**src/rtl/lcg_pcg_outbuf.sv**
```systemverilog
// -----------------------------------------------------------------------------
// lcg_pcg_outbuf
//
// Output stage for a 64-bit LCG state generator. Each accepted LCG word goes
// through the PCG XSH-RR permutation, which yields a 32-bit random word. After
// every reset the first DISCARD accepted words are dropped as warm-up. After
// that, results are queued in a DEPTH-entry FIFO and read out through a
// valid/ready handshake.
//
// Parameters
//   DEPTH    FIFO entries (power of two, >= 2)
//   DISCARD  accepted words dropped after each reset (0 = no warm-up)
//
// Ports
//   clk         system clock, rising edge
//   rst         synchronous reset, active-high
//   in_valid    upstream word available
//   in_data     64-bit LCG state word
//   in_ready    block accepts in_data this cycle (registered)
//   out_valid   FIFO head holds a word (registered)
//   out_data    permuted word at FIFO head (registered)
//   out_ready   consumer takes the head word this cycle
//   fifo_level  current FIFO occupancy, 0..DEPTH
//   words_out   words delivered on the output handshake, wraps at 2^32
//   warm        high while in the warm-up state
// -----------------------------------------------------------------------------
module lcg_pcg_outbuf #(
  parameter int DEPTH   = 4,
  parameter int DISCARD = 4
) (
  input  logic                     clk,
  input  logic                     rst,
  input  logic                     in_valid,
  input  logic [63:0]              in_data,
  output logic                     in_ready,
  output logic                     out_valid,
  output logic [31:0]              out_data,
  input  logic                     out_ready,
  output logic [$clog2(DEPTH):0]   fifo_level,
  output logic [31:0]              words_out,
  output logic                     warm
);

  localparam int AW = $clog2(DEPTH);
  localparam int LW = AW + 1;
  localparam int CW = (DISCARD > 0) ? $clog2(DISCARD + 1) : 1;

  localparam logic [0:0] ST_WARMUP = 1'b0;
  localparam logic [0:0] ST_RUN    = 1'b1;
  localparam logic [0:0] ST_RESET  = (DISCARD > 0) ? ST_WARMUP : ST_RUN;

  localparam logic [CW-1:0] DISC_INIT = CW'(DISCARD);
  localparam logic [CW-1:0] DISC_ONE  = CW'(1);
  localparam logic [LW-1:0] LVL_FULL  = LW'(DEPTH);
  localparam logic [LW-1:0] LVL_ZERO  = {LW{1'b0}};
  localparam logic [AW-1:0] PTR_ONE   = AW'(1);
  localparam logic [LW-1:0] LVL_ONE   = LW'(1);

  // XSH-RR permutation. Only x[63:27] affects the result, so the caller passes
  // just that slice. Bit i of hi equals x[27+i].
  //   t   = x[58:27] ^ (x >> 18)[58:27] = hi[31:0] ^ {13'b0, hi[36:18]}
  //   rot = x[63:59]                    = hi[36:32]
  // A right rotation is the low half of {t,t} shifted right by rot.
  function automatic logic [31:0] xsh_rr(input logic [36:0] hi);
    logic [31:0] t;
    logic [4:0]  rot;
    logic [63:0] dbl;
    t   = hi[31:0] ^ {13'b0, hi[36:18]};
    rot = hi[36:32];
    dbl = {t, t} >> rot;
    return dbl[31:0];
  endfunction

  logic [0:0]    state_q,     state_d;
  logic [CW-1:0] disc_q,      disc_d;
  logic [AW-1:0] wr_ptr_q,    wr_ptr_d;
  logic [AW-1:0] rd_ptr_q,    rd_ptr_d;
  logic [LW-1:0] level_q,     level_d;
  logic [31:0]   words_q,     words_d;
  logic          in_ready_q,  in_ready_d;
  logic          out_valid_q, out_valid_d;
  logic [31:0]   out_data_q,  out_data_d;
  logic [31:0]   mem_q [DEPTH];

  logic          accept_s;
  logic          push_s;
  logic          pop_s;
  logic [31:0]   perm_s;
  logic          unused_lsb_s;

  // The low 27 bits of the LCG word never reach the permuted output.
  assign unused_lsb_s = ^in_data[26:0];
  assign perm_s       = xsh_rr(in_data[63:27]);

  // Handshake qualifiers. in_ready_q is state-derived, so out_ready cannot
  // reach in_ready combinationally.
  always_comb begin
    accept_s = in_valid & in_ready_q;
    pop_s    = out_valid_q & out_ready;
  end

  // Next-state logic: warm-up countdown, FIFO pointers and level, counters.
  always_comb begin
    state_d  = state_q;
    disc_d   = disc_q;
    push_s   = 1'b0;
    wr_ptr_d = wr_ptr_q;
    rd_ptr_d = rd_ptr_q;
    level_d  = level_q;
    words_d  = words_q;

    case (state_q)
      ST_WARMUP: begin
        // Accepted words are consumed but never written to the FIFO.
        if (accept_s) begin
          disc_d = disc_q - DISC_ONE;
          if (disc_q == DISC_ONE) begin
            state_d = ST_RUN;
          end else begin
            state_d = ST_WARMUP;
          end
        end else begin
          disc_d = disc_q;
        end
      end
      ST_RUN: begin
        push_s = accept_s;
      end
      default: begin
        state_d = ST_RUN;
      end
    endcase

    if (push_s) begin
      wr_ptr_d = wr_ptr_q + PTR_ONE;
    end else begin
      wr_ptr_d = wr_ptr_q;
    end

    if (pop_s) begin
      rd_ptr_d = rd_ptr_q + PTR_ONE;
      words_d  = words_q + 32'd1;
    end else begin
      rd_ptr_d = rd_ptr_q;
      words_d  = words_q;
    end

    case ({push_s, pop_s})
      2'b10:   level_d = level_q + LVL_ONE;
      2'b01:   level_d = level_q - LVL_ONE;
      default: level_d = level_q;
    endcase
  end

  // Registered outputs are precomputed from next state. The head word can be
  // the word being pushed this edge: either the FIFO was empty, or its only
  // entry is being popped. In both cases the write pointer equals the new
  // read pointer.
  always_comb begin
    out_valid_d = (level_d != LVL_ZERO);
    if (level_d == LVL_ZERO) begin
      out_data_d = 32'h0000_0000;
    end else if (push_s && (wr_ptr_q == rd_ptr_d)) begin
      out_data_d = perm_s;
    end else begin
      out_data_d = mem_q[rd_ptr_d];
    end

    if (state_d == ST_WARMUP) begin
      in_ready_d = 1'b1;
    end else begin
      in_ready_d = (level_d < LVL_FULL);
    end
  end

  // Control and output registers with synchronous reset.
  always_ff @(posedge clk) begin
    if (rst) begin
      state_q     <= ST_RESET;
      disc_q      <= DISC_INIT;
      wr_ptr_q    <= {AW{1'b0}};
      rd_ptr_q    <= {AW{1'b0}};
      level_q     <= LVL_ZERO;
      words_q     <= 32'h0000_0000;
      in_ready_q  <= 1'b1;
      out_valid_q <= 1'b0;
      out_data_q  <= 32'h0000_0000;
    end else begin
      state_q     <= state_d;
      disc_q      <= disc_d;
      wr_ptr_q    <= wr_ptr_d;
      rd_ptr_q    <= rd_ptr_d;
      level_q     <= level_d;
      words_q     <= words_d;
      in_ready_q  <= in_ready_d;
      out_valid_q <= out_valid_d;
      out_data_q  <= out_data_d;
    end
  end

  // FIFO storage. Reset does not need to clear it because the pointers and
  // the level already define which entries are live.
  always_ff @(posedge clk) begin
    if (!rst && push_s) begin
      mem_q[wr_ptr_q] <= perm_s;
    end else begin
      mem_q[wr_ptr_q] <= mem_q[wr_ptr_q];
    end
  end

  assign in_ready   = in_ready_q;
  assign out_valid  = out_valid_q;
  assign out_data   = out_data_q;
  assign fifo_level = level_q;
  assign words_out  = words_q;
  assign warm       = (state_q == ST_WARMUP);

endmodule

```
**config.mk**
```make
export PLATFORM = sky130hd
export DESIGN_NAME = lcg_pcg_outbuf
export DESIGN_NICKNAME = d
export VERILOG_FILES = /design/src/rtl/lcg_pcg_outbuf.sv
export SDC_FILE = /design/constraint.sdc
export NUM_CORES = 1
export LEC_CHECK = 0
export CORE_MARGIN = 4
export CORE_UTILIZATION = 55
export DETAILED_ROUTE_END_ITERATION = 12
export PLACE_DENSITY = 0.9
export SYNTH_ARGS = -nofsm -noshare
export SYNTH_HDL_FRONTEND = slang
export SYNTH_SLANG_ARGS = --single-unit
export TNS_END_PERCENT = 50
```
**constraint.sdc**
```tcl
create_clock -name clk -period 4.7 [get_ports clk]
set_input_delay 0.94 -clock clk [delete_from_list [all_inputs] [get_ports clk]]
set_output_delay 0.94 -clock clk [all_outputs]
set_load 0.02 [all_outputs]
```
## After elaboration in Yosys (flattened, before gate mapping)

Memory sizes are Yosys's and may differ from the RTL's. A register that Yosys moved wholly into a read port is not among the register bits.
Index checks and enable logic that the tools add are counted.

- Output and inout port bits: 70
- Input port bits: 68
- Word-level logic and storage cells: 45
- Memories kept: 1
- Bits in registers: 45
- Bits in writable memories: 128

- Shifts and indexed selects: 1
- $lt $le $gt $ge: 1
- Reduce and logical (&&, ||, !) cells: 8
- $add $sub $neg: 6
- Multiplexer cells: 10
- Bitwise operators: 6
- Eq/ne operators: 4

Memories:

| name | depth | bits a word | rd ports | clocked after Yosys merged registers in | write ports | RTL line | text |
|---|---|---|---|---|---|---|---|
| mem_q | 4 | 32 | 1 | 1 | 1 | 83 | `logic [31:0] mem_q [DEPTH];` |

Operators by type and width:

| cell | number |
|---|---|
| 64-bit by 5-bit right shift with 32-bit output | 1 |
| 32-bit by 1-bit adder with 32-bit output (second input constant) | 1 |
| 32-bit two-way mux | 1 |
| 32-bit by 19-bit bitwise XOR with 32-bit output | 1 |
| 1-bit two-way mux | 7 |
| 3-bit case mux with 2 select lines | 1 |
| 3-bit by 1-bit subtractor with 3-bit output (second input constant) | 2 |
| 2-bit by 1-bit adder with 2-bit output (second input constant) | 2 |
| 2-bit AND reduction | 2 |
| 2-bit OR reduction | 2 |
| 3-bit by 1-bit adder with 3-bit output (second input constant) | 1 |
| 3-bit by 1-bit == test with 1-bit output (second input constant) | 1 |
| 3-bit zero test | 1 |
| 3-bit < comparator (second input constant) | 1 |
| 3-bit nonzero test | 1 |
| 1-bit AND | 2 |
| 2-bit by 1-bit == test with 1-bit output (second input constant) | 1 |
| 2-bit == test (second input constant) | 1 |
| 2-bit two-way mux | 1 |
| 1-bit inverter | 2 |
| 1-bit logical AND | 1 |
| 1-bit zero test | 1 |
| 0-bit inequality test | 1 |
| 1-bit OR | 1 |

## Depth between registers and ports, before layout

Gate-level depths: netlist of the first run.

- Word-level depth: 6
- Gate-level depth with buffers: 14
- Mapped depth without buffers: 11

## Least setup slack after synthesis of the first run

OpenSTA, ideal clock, no wires.

- Path type: in2reg
- From: input out_ready
- To: register out_data_q[7], in the netlist out_data[7] (read register of mem_q)
- Path buffers: 2
- Cell stages on the path: 12
- Setup slack: 1.260 ns
- Setup time: 0.083 ns
- Data arrival time: 3.358 ns
- Required time: 4.617 ns
- Cells stage by stage: and2_1 -> buf_2 -> ha_1 -> inv_1 -> fa_1 -> xor2_1 -> or3_1 -> a31o_1 -> nor2_2 -> nand2_1 -> clkbuf_1 -> o221ai_1

- Word-level cells in the longest chain between the ends: 5
- Elaborated cells on any way between the ends: 7
- Classes of those cells: 2 x eq/ne; 2 x mux; 1 x bitwise; 2 x reduce/logical

RTL lines:

| item | RTL line | text |
|---|---|---|
| from (decl) | 38 | `input logic out_ready,` |
| 1-bit AND (*) | 99 | `pop_s = out_valid_q & out_ready;` |
| net pop_s | 87 | `logic pop_s;` |
| 2-bit by 1-bit == test with 1-bit output / 2-bit == test (equally long branches) | 148 | `case ({push_s, pop_s})` |
| 3-bit case mux with 2 select lines | 148 |  |
| 3-bit zero test | 161 | `if (level_d == LVL_ZERO) begin` |
| 2-bit OR reduction (no source line) | -- |  |
| to (decl) | 82 | `logic [31:0] out_data_q, out_data_d;` |

Mark *: on every way through the listed nets, which the timed path passes. The rest lies on a longest branch.
A chain may end at the register's enable or synchronous reset.

## Worst setup path after layout of the first run

- From: input in_valid
- To: register out_data_q[12], in the netlist out_data[12] (read register of mem_q)

- Word-level cells in the longest chain between the ends: 6
- Elaborated cells on any way between the ends: 7
- Classes of those cells: 2 x eq/ne; 2 x mux; 1 x bitwise; 2 x reduce/logical

RTL lines:

| item | RTL line | text |
|---|---|---|
| from (decl) | 33 | `input logic in_valid,` |
| 1-bit AND (*) | 98 | `accept_s = in_valid & in_ready_q;` |
| 1-bit two-way mux (*) | 112 | `case (state_q)` |
| 2-bit by 1-bit == test with 1-bit output / 2-bit == test (equally long branches) | 148 |  |
| 3-bit case mux with 2 select lines (*) | 148 |  |
| 3-bit zero test (*) | 161 |  |
| 2-bit OR reduction (no source line) (*) | -- |  |

Every way passes the cells marked *; elsewhere a longest branch is shown, timed or not.

==> results of run 1 <==
==> power groups by stage <==
stage | clock network (W) | logic [W] | registers (W)
4_1_cts | 0.00180 | 0.000570 | 0.00197
2_1_floorplan | 0 | 0.000372 | 0.00201
3_3_place_gp | 0 | 0.000547 | 0.00201
3_5_place_dp | 0 | 0.000563 | 0.00201
6_report | 0.00177 | 0.000583 | 0.00197
5_1_grt | 0.00187 | 0.000621 | 0.00197
==> cells in the final DEF, fill, tap and decap left out, drive strengths merged, types with 3 or more instances in the layout <==
cell type | Yosys | layout
a211oi | 12 | 12
a21oi | 16 | 16
a22o | 16 | 16
a22oi | 5 | 5
a2bb2oi | 5 | 5
a31oi | 3 | 3
a32oi | 6 | 6
and2 | 11 | 11
and3 | 7 | 7
and4 | 4 | 4
buf | 29 | 22
bufinv | 0 | 3
clkbuf | 24 | 31
clkdlybuf4s50 | 0 | 109
clkinv | 2 | 6
dfxtp | 77 | 77
edfxtp | 128 | 128
ha | 8 | 8
inv | 18 | 18
mux2 | 6 | 6
mux2i | 44 | 44
mux4 | 59 | 59
nand2 | 64 | 64
nand2b | 4 | 4
nand3 | 15 | 15
nand4 | 6 | 6
nor2 | 73 | 73
nor2b | 9 | 9
nor3 | 13 | 13
nor4 | 4 | 4
o211ai | 6 | 6
o21ai | 33 | 33
o221ai | 17 | 17
o22a | 3 | 3
o22ai | 19 | 19
or2 | 5 | 5
or3 | 9 | 9
xnor2 | 26 | 26
xor2 | 34 | 34
==> cells by family after synthesis <==
| group | after synthesis |
|---|---|
| buffers and inverters | 73 |
| XOR/XNOR | 61 |
| flip-flops | 205 |
| AND/OR/NAND/NOR | 226 |
| AO/OA/AOI/OAI | 155 |
| multiplexers | 109 |
| adder cells (fa/ha/maj) | 9 |
==> how the worst max path moves through the flow <==
stage / startpoint / to / slack, ns / depth (start not counted)
after floorplan: out_ready / out_data[7]$_SDFF_PP0_ / 1.26 / 12
after global placement: in_valid / out_data[12]$_SDFF_PP0_ / 0.62 / 11
after detailed placement: in_valid / out_data[12]$_SDFF_PP0_ / 0.48 / 11
after CTS: in_valid / out_data[12]$_SDFF_PP0_ / 1.0 / 11
after global routing: in_valid / out_data[12]$_SDFF_PP0_ / 0.83 / 11
final: in_valid / out_data[12]$_SDFF_PP0_ / 0.95 / 11
==> state kept, by name, indices dropped and copies added (netlist names) <==
| name | cells |
|---|---|
| disc_q | 3 |
| fifo_level | 3 |
| in_ready | 1 |
| mem_q | 128 |
| out_data | 32 |
| out_valid | 1 |
| rd_ptr_q | 2 |
| state_q | 1 |
| words_out | 32 |
| wr_ptr_q | 2 |
==> per-stage QoR <==
| stage | cells | worst slack [ns] |
|---|---|---|
| floorplan | 838 | 1.26 |
| global placement | 1150 | 0.624 |
| detailed placement | 1150 | 0.483 |
| CTS | 1190 | 0.996 |
| global route | 1190 | 0.832 |
| finish | 1190 | 0.953 |
==> metal layers <==
| metal | vias up | GRT usage | wire [um] |
|---|---|---|---|
| met4 | 0 | 0.0684 | 613 |
| met3 | 48 | 0.0358 | 2190 |
| met1 | 3821 | 0.338 | 10800 |
| met5 | - | 0 | 0 |
| met2 | 412 | 0.421 | 13300 |
| li1 | 3419 | - | - |
==> cell type report <==
type                       count  share of cell area
clock buffer                  31              0.0492
clock inverter                 9              0.0102
multi-input combinational    560               0.381
sequential                   205               0.430
tap                          234              0.0234
inverter                      20             0.00620
timing repair buffer         131               0.100
==> worst max-delay path, delay by kind of cell <==
kind / cells / cell delay (ns)
compound gates: 2 / 0.71
xor+xnor: 1 / 0.16
fa+ha+maj: 2 / 0.61
buf+inv: 2 / 0.50
simple gates: 4 / 1.21
==> summary.md, run 1 <==
| Metric | Value |
|---|---|
| Status | finished clean |
| Mapped Cells | 838 |
| Antenna violations before repair | 0 |
| Ys Warns | 0 |
| Mux cell area share after synthesis | 0.178 |
| Clock skew | 0.0127 ns |
| Htree depth | 1 |
| Top cells by area, synth | edfxtp_1 37%, dfxtp_1 15%, mux4_2 12%, mux2i_1 4.1%, xor2_1 2.9% |
| Largest vdd supply drop | 324 uV |
| # DRC | 0 |
| Largest net degree at the start of global routing | 34 |
| Clock Sinks | 205 |
| Number of global-route vias before repair | 7681 |
| Worst Hold End | disc_q[1]$_SDFFE_PP0P_ |
| Initial DRC Count | 735 |
| Site Rows | 50 |
| Leakage | 4.30 nW |
| # fillers | 1311 |
| Worst reg2reg path endpoint | out_data[12]$_SDFF_PP0_ |
| Worst Path Arrival | 4.13 ns |
| CTS resizes | 0 |
| Critical path type | input port to flop |
| CP required | 5.08 ns |
| Synth cell types | 70 |
| Switching Share | 0.245 |
| Mapped cell area | 10400 um^2 |
| CTS buffer count | 22 |
| Post-route setup TNS | 0 ns |
| PortBufs | 110 |
| Post-Synth XOR/XNOR Area | 0.0532 |
| TritonCTS clock tree | done |
| Final core utilization | 0.669 |
| I/O pin cnt | 138 |
| Critical-path cell list | clkdlybuf4s50_1 > nand3_1 > ha_1 > inv_1 > fa_1 > xor2_1 > or3_1 > a31o_1 > nor2_2 > nand2_1 > o221ai_1 |
| F_max | 267 MHz |
| Register area | 5390 um^2 |
| CP max stage cell | clkdlybuf4s50_1 |
| Detailed Route WL | 27000 um |
| Global Route Usage Sum | 0.248 |
| Total power | 0.00432 W |
| Crit start category | input port |
| Die Width | 146 um |
| Clock root buffer | clkbuf_16 |
| Die H | 146 um |
| Detailed-placement wirelength estimate | 18400 um |
| Reg clk slew, reported paths | 0.06 ns |
| Most numerous cell in the Yosys netlist | edfxtp_1 |
| Post-Synth Simple-Gate Area | 0.102 |
| Flop2flop setup slack | 1.54 ns |
| Slew @ Worst Pin | 0.768 ns |
| Hold-critical path depth | 2 |
| Synthesized Nets | 915 |
| Area leader, netlist | edfxtp_1 |
| Combinational power share | 0.135 |
| Post-synth EDFFs | 128 |
| NetSw | 0.00106 W |
| Via count | 7700 |
| P_int | 0.00327 W |
| Hold path startpoint | disc_q[1]$_SDFFE_PP0P_ |
| Final Hold Vio Count | 0 |
| Nets | 1017 |
| Post-synth ARST share | 0 |
| Fin crit period | 3.75 ns |
| Clock Power Share | 0.410 |
| Synth Area in Compound Gates | 0.109 |
| # diodes | 0 |
| Fin crit share | 0.797 |
| Sequential share of the synthesized area | 0.515 |
| Vias per cell | 6.47 |
| Core area | 18700 um^2 |
| Cells on worst reg2reg path | 10 |
| # Post-CTS Setup Buffers | 0 |
| Relative slew slack | 0.484 |
| Design area | 12500 um^2 |
| Final hold slack | 0.512 ns |
| DR WL/cell | 22.7 um |
| DRT antenna net count | 0 |
| Gp weighted congestion | 0.949 |
| Gr ovfl total | 0 |
| TritonRoute pass-1 iters | 6 |
| Post-synth top area share | 0.368 |
| Ys flop type | edfxtp_1 |
| Worst-Skew Late Latency | 0.50 ns |
| CTS hold repair buffers | 0 |
| Final slew viol count | 0 |
| Share of layout cells above drive strength 1 | 0.140 |
| Synth top cells by count | 128 x edfxtp_1, 77 x dfxtp_1, 71 x nor2_1, 64 x nand2_1, 57 x mux4_2 |
| Sequential power share | 0.455 |
| Synth Area in Adders | 0.0115 |
| Clock Tree Buf Depth | 3 |
| Dpl cell area | 11800 um^2 |
| Crit end category | flop |
| Largest family of logic cells by synthesized area | multiplexers |
| Mean Syn Cell Area | 12.5 um^2 |
| Crit-path max cell delay | 0.44 ns |
| PD cells | 345 nW/um^2 |
| #FFs+latches synth | 205 |
| Unrepaired setup endpoints after global routing | no |
| Syn-to-layout area delta | 19.8% |
| Die area | 21300 um^2 |
| First-pass GRT wire length | 42400 um |
| R2R Path Start | in_ready$_SDFF_PP1_ |
| Worst hold path type | flop to flop |
| Initial core utilization | 0.559 |
| Multi-input logic area | 4770 um^2 |
| Max_cap viols | 0 |
| Final setup violation count | 0 |
| Crit-path max FO | 16 |
Power figures use the tool's default switching activity.
==> run 2: changes to the inputs <==
==> constraint.sdc (replaced) <==
create_clock -name clk -period 3.55 [get_ports clk]
set_input_delay 0.71 -clock clk [delete_from_list [all_inputs] [get_ports clk]]
set_output_delay 0.71 -clock clk [all_outputs]
set_load 0.02 [all_outputs]
==> summary.md, run 2 (same netlist as run 1, synthesis figures left out) <==
| Metric | Value |
|---|---|
| Largest net degree at the start of global routing | 44 |
| Flop2flop setup slack | 0.77 ns |
| Post-route setup TNS | 0 ns |
| Leakage | 4.47 nW |
| Htree depth | 1 |
| Most common cell after layout, fill and taps aside | edfxtp_1 |
| Biggest register | mem_q |
| TritonRoute pass-1 iters | 5 |
| Max_cap viols | 0 |
| Detailed-placement wirelength estimate | 18600 um |
| Critical path type | input port to flop |
| # DRC | 0 |
| Core area | 18700 um^2 |
| F_max | 322 MHz |
| Gp weighted congestion | 0.996 |
| DR WL/cell | 22.0 um |
| Largest vdd supply drop | 410 uV |
| Crit path to | out_data[15]$_SDFF_PP0_ |
| CP required | 3.96 ns |
| Via count | 7803 |
| Number of global-route vias before repair | 7671 |
| Final setup violation count | 0 |
| Clock skew | 0.0225 ns |
| Initial core utilization | 0.559 |
| Detailed Route WL | 26700 um |
| Global Route Usage Sum | 0.246 |
| Antenna violations before repair | 0 |
| CTS buffer count | 22 |
| Worst Path Arrival | 3.52 ns |
| Die Width | 146 um |
| First-pass GRT wire length | 42300 um |
| I/O pin cnt | 138 |
| PortBufs | 110 |
| DRT antenna net count | 0 |
| Clock Sinks | 205 |
| Initial DRC Count | 747 |
| Worst-Skew Late Latency | 0.51 ns |
| Layout Cells excl Fill | 1216 |
| Most frequent cells in the layout | 128 x edfxtp_1, 109 x clkdlybuf4s50_1, 77 x dfxtp_1 |
| Crit end category | flop |
| Worst reg2reg path endpoint | out_data[15]$_SDFF_PP0_ |
| # Post-CTS Setup Buffers | 0 |
| Share of layout cells above drive strength 1 | 0.167 |
| Status | finished clean |
| # fillers | 1279 |
| Final hold slack | 0.503 ns |
| Vias per cell | 6.42 |
| Crit start category | input port |
| PD cells | 451 nW/um^2 |
| Fin crit period | 3.10 ns |
| Clock Tree Buf Depth | 3 |
| Crit-path max FO | 12 |
| Die area | 21300 um^2 |
| Nets | 1043 |
| Worst hold path type | flop to flop |
| Unrepaired setup endpoints after global routing | no |
| CTS resizes | 0 |
| CTS hold repair buffers | 0 |
| Syn-to-layout area delta | 22.4% |
| TritonCTS clock tree | done |
| Post-Place Setup Slack | -0.00139 ns |
| Die H | 146 um |
| Fin crit share | 0.874 |
| PnR worst setup slack | 0.447 ns |
| Max reg flops | 128 |
| Reg clk slew, reported paths | 0.06 ns |
| Final Hold Vio Count | 0 |
| Placed Instances | 1176 |
| Clock root buffer | clkbuf_16 |
| # diodes | 0 |
| R2R Path Start | out_valid$_SDFF_PP0_ |
| Slew @ Worst Pin | 0.752 ns |
| Gr ovfl total | 0 |
| Site Rows | 50 |
| Relative slew slack | 0.493 |
| Final slew viol count | 0 |
| Crit path from | in_valid |
| Cells on worst reg2reg path | 11 |
-- run 2: cell count changes in the layout (fill, tap and decap cells not counted), moves of 2 or more --
cell	before	now
clkbuf_1	7	4
buf_12	0	4
clkinv_8	0	2
clkbuf_8	1	3
buf_4	21	43
-- run 2: where the power goes --
| group | internal, W | switching, W |
|---|---|---|
| sequential | 0.00260 | 0.00000768 |
| clock | 0.00142 | 0.000934 |
| combinational | 0.000321 | 0.000481 |
| total | 0.00434 | 0.00142 |
-- run 2: how the worst min path moves through the flow --
| stage | from | endpoint | cells after the start |
|---|---|---|---|
| after floorplan | state_q$_SDFF_PP0_ | state_q$_SDFF_PP0_ | 2 |
| after global placement | disc_q[1]$_SDFFE_PP0P_ | disc_q[1]$_SDFFE_PP0P_ | 2 |
| after detailed placement | words_out[24]$_SDFFE_PP0P_ | words_out[24]$_SDFFE_PP0P_ | 2 |
| after CTS | words_out[24]$_SDFFE_PP0P_ | words_out[24]$_SDFFE_PP0P_ | 2 |
| after global routing | disc_q[1]$_SDFFE_PP0P_ | disc_q[1]$_SDFFE_PP0P_ | 2 |
| final | words_out[24]$_SDFFE_PP0P_ | words_out[24]$_SDFFE_PP0P_ | 2 |
-- run 2: cell type report --
type / instances / area (um^2) / share of cell area
clock buffer: 31 / 637 / 0.0498
inverter: 20 / 77.6 / 0.00607
timing repair buffer: 157 / 1500 / 0.117
clock inverter: 9 / 130 / 0.0102
multi-input combinational: 560 / 4770 / 0.373
sequential: 205 / 5390 / 0.421
tap: 234 / 293 / 0.0229
-- run 2: worst max-delay path, stage by stage --
cell and delay, ns:
clkdlybuf4s50_1 0.45, nand3_1 0.15, ha_1 0.19, inv_1 0.06, fa_1 0.37, xor2_1 0.16, or3_1 0.33, a31o_1 0.27
nor2_2 0.24, nand2_1 0.14, buf_4 0.21, o221ai_1 0.22
-- run 2: metrics by stage --
stage,instance area (um^2),utilization,power [W]
floorplan,10400,-,0.00316
global placement,12000,0.643,0.00341
detailed placement,12000,0.643,0.00343
CTS,12800,0.684,0.00576
global route,12800,0.684,0.00594
finish,12800,0.684,0.00576
-- run 2: layer usage --
layer / vias up / share of wire / GRT usage
met5: - / 0 / 0
met4: 0 / 0.022 / 0.0712
met3: 49 / 0.082 / 0.0417
met2: 427 / 0.50 / 0.420
met1: 3851 / 0.40 / 0.326
li1: 3476 / - / -
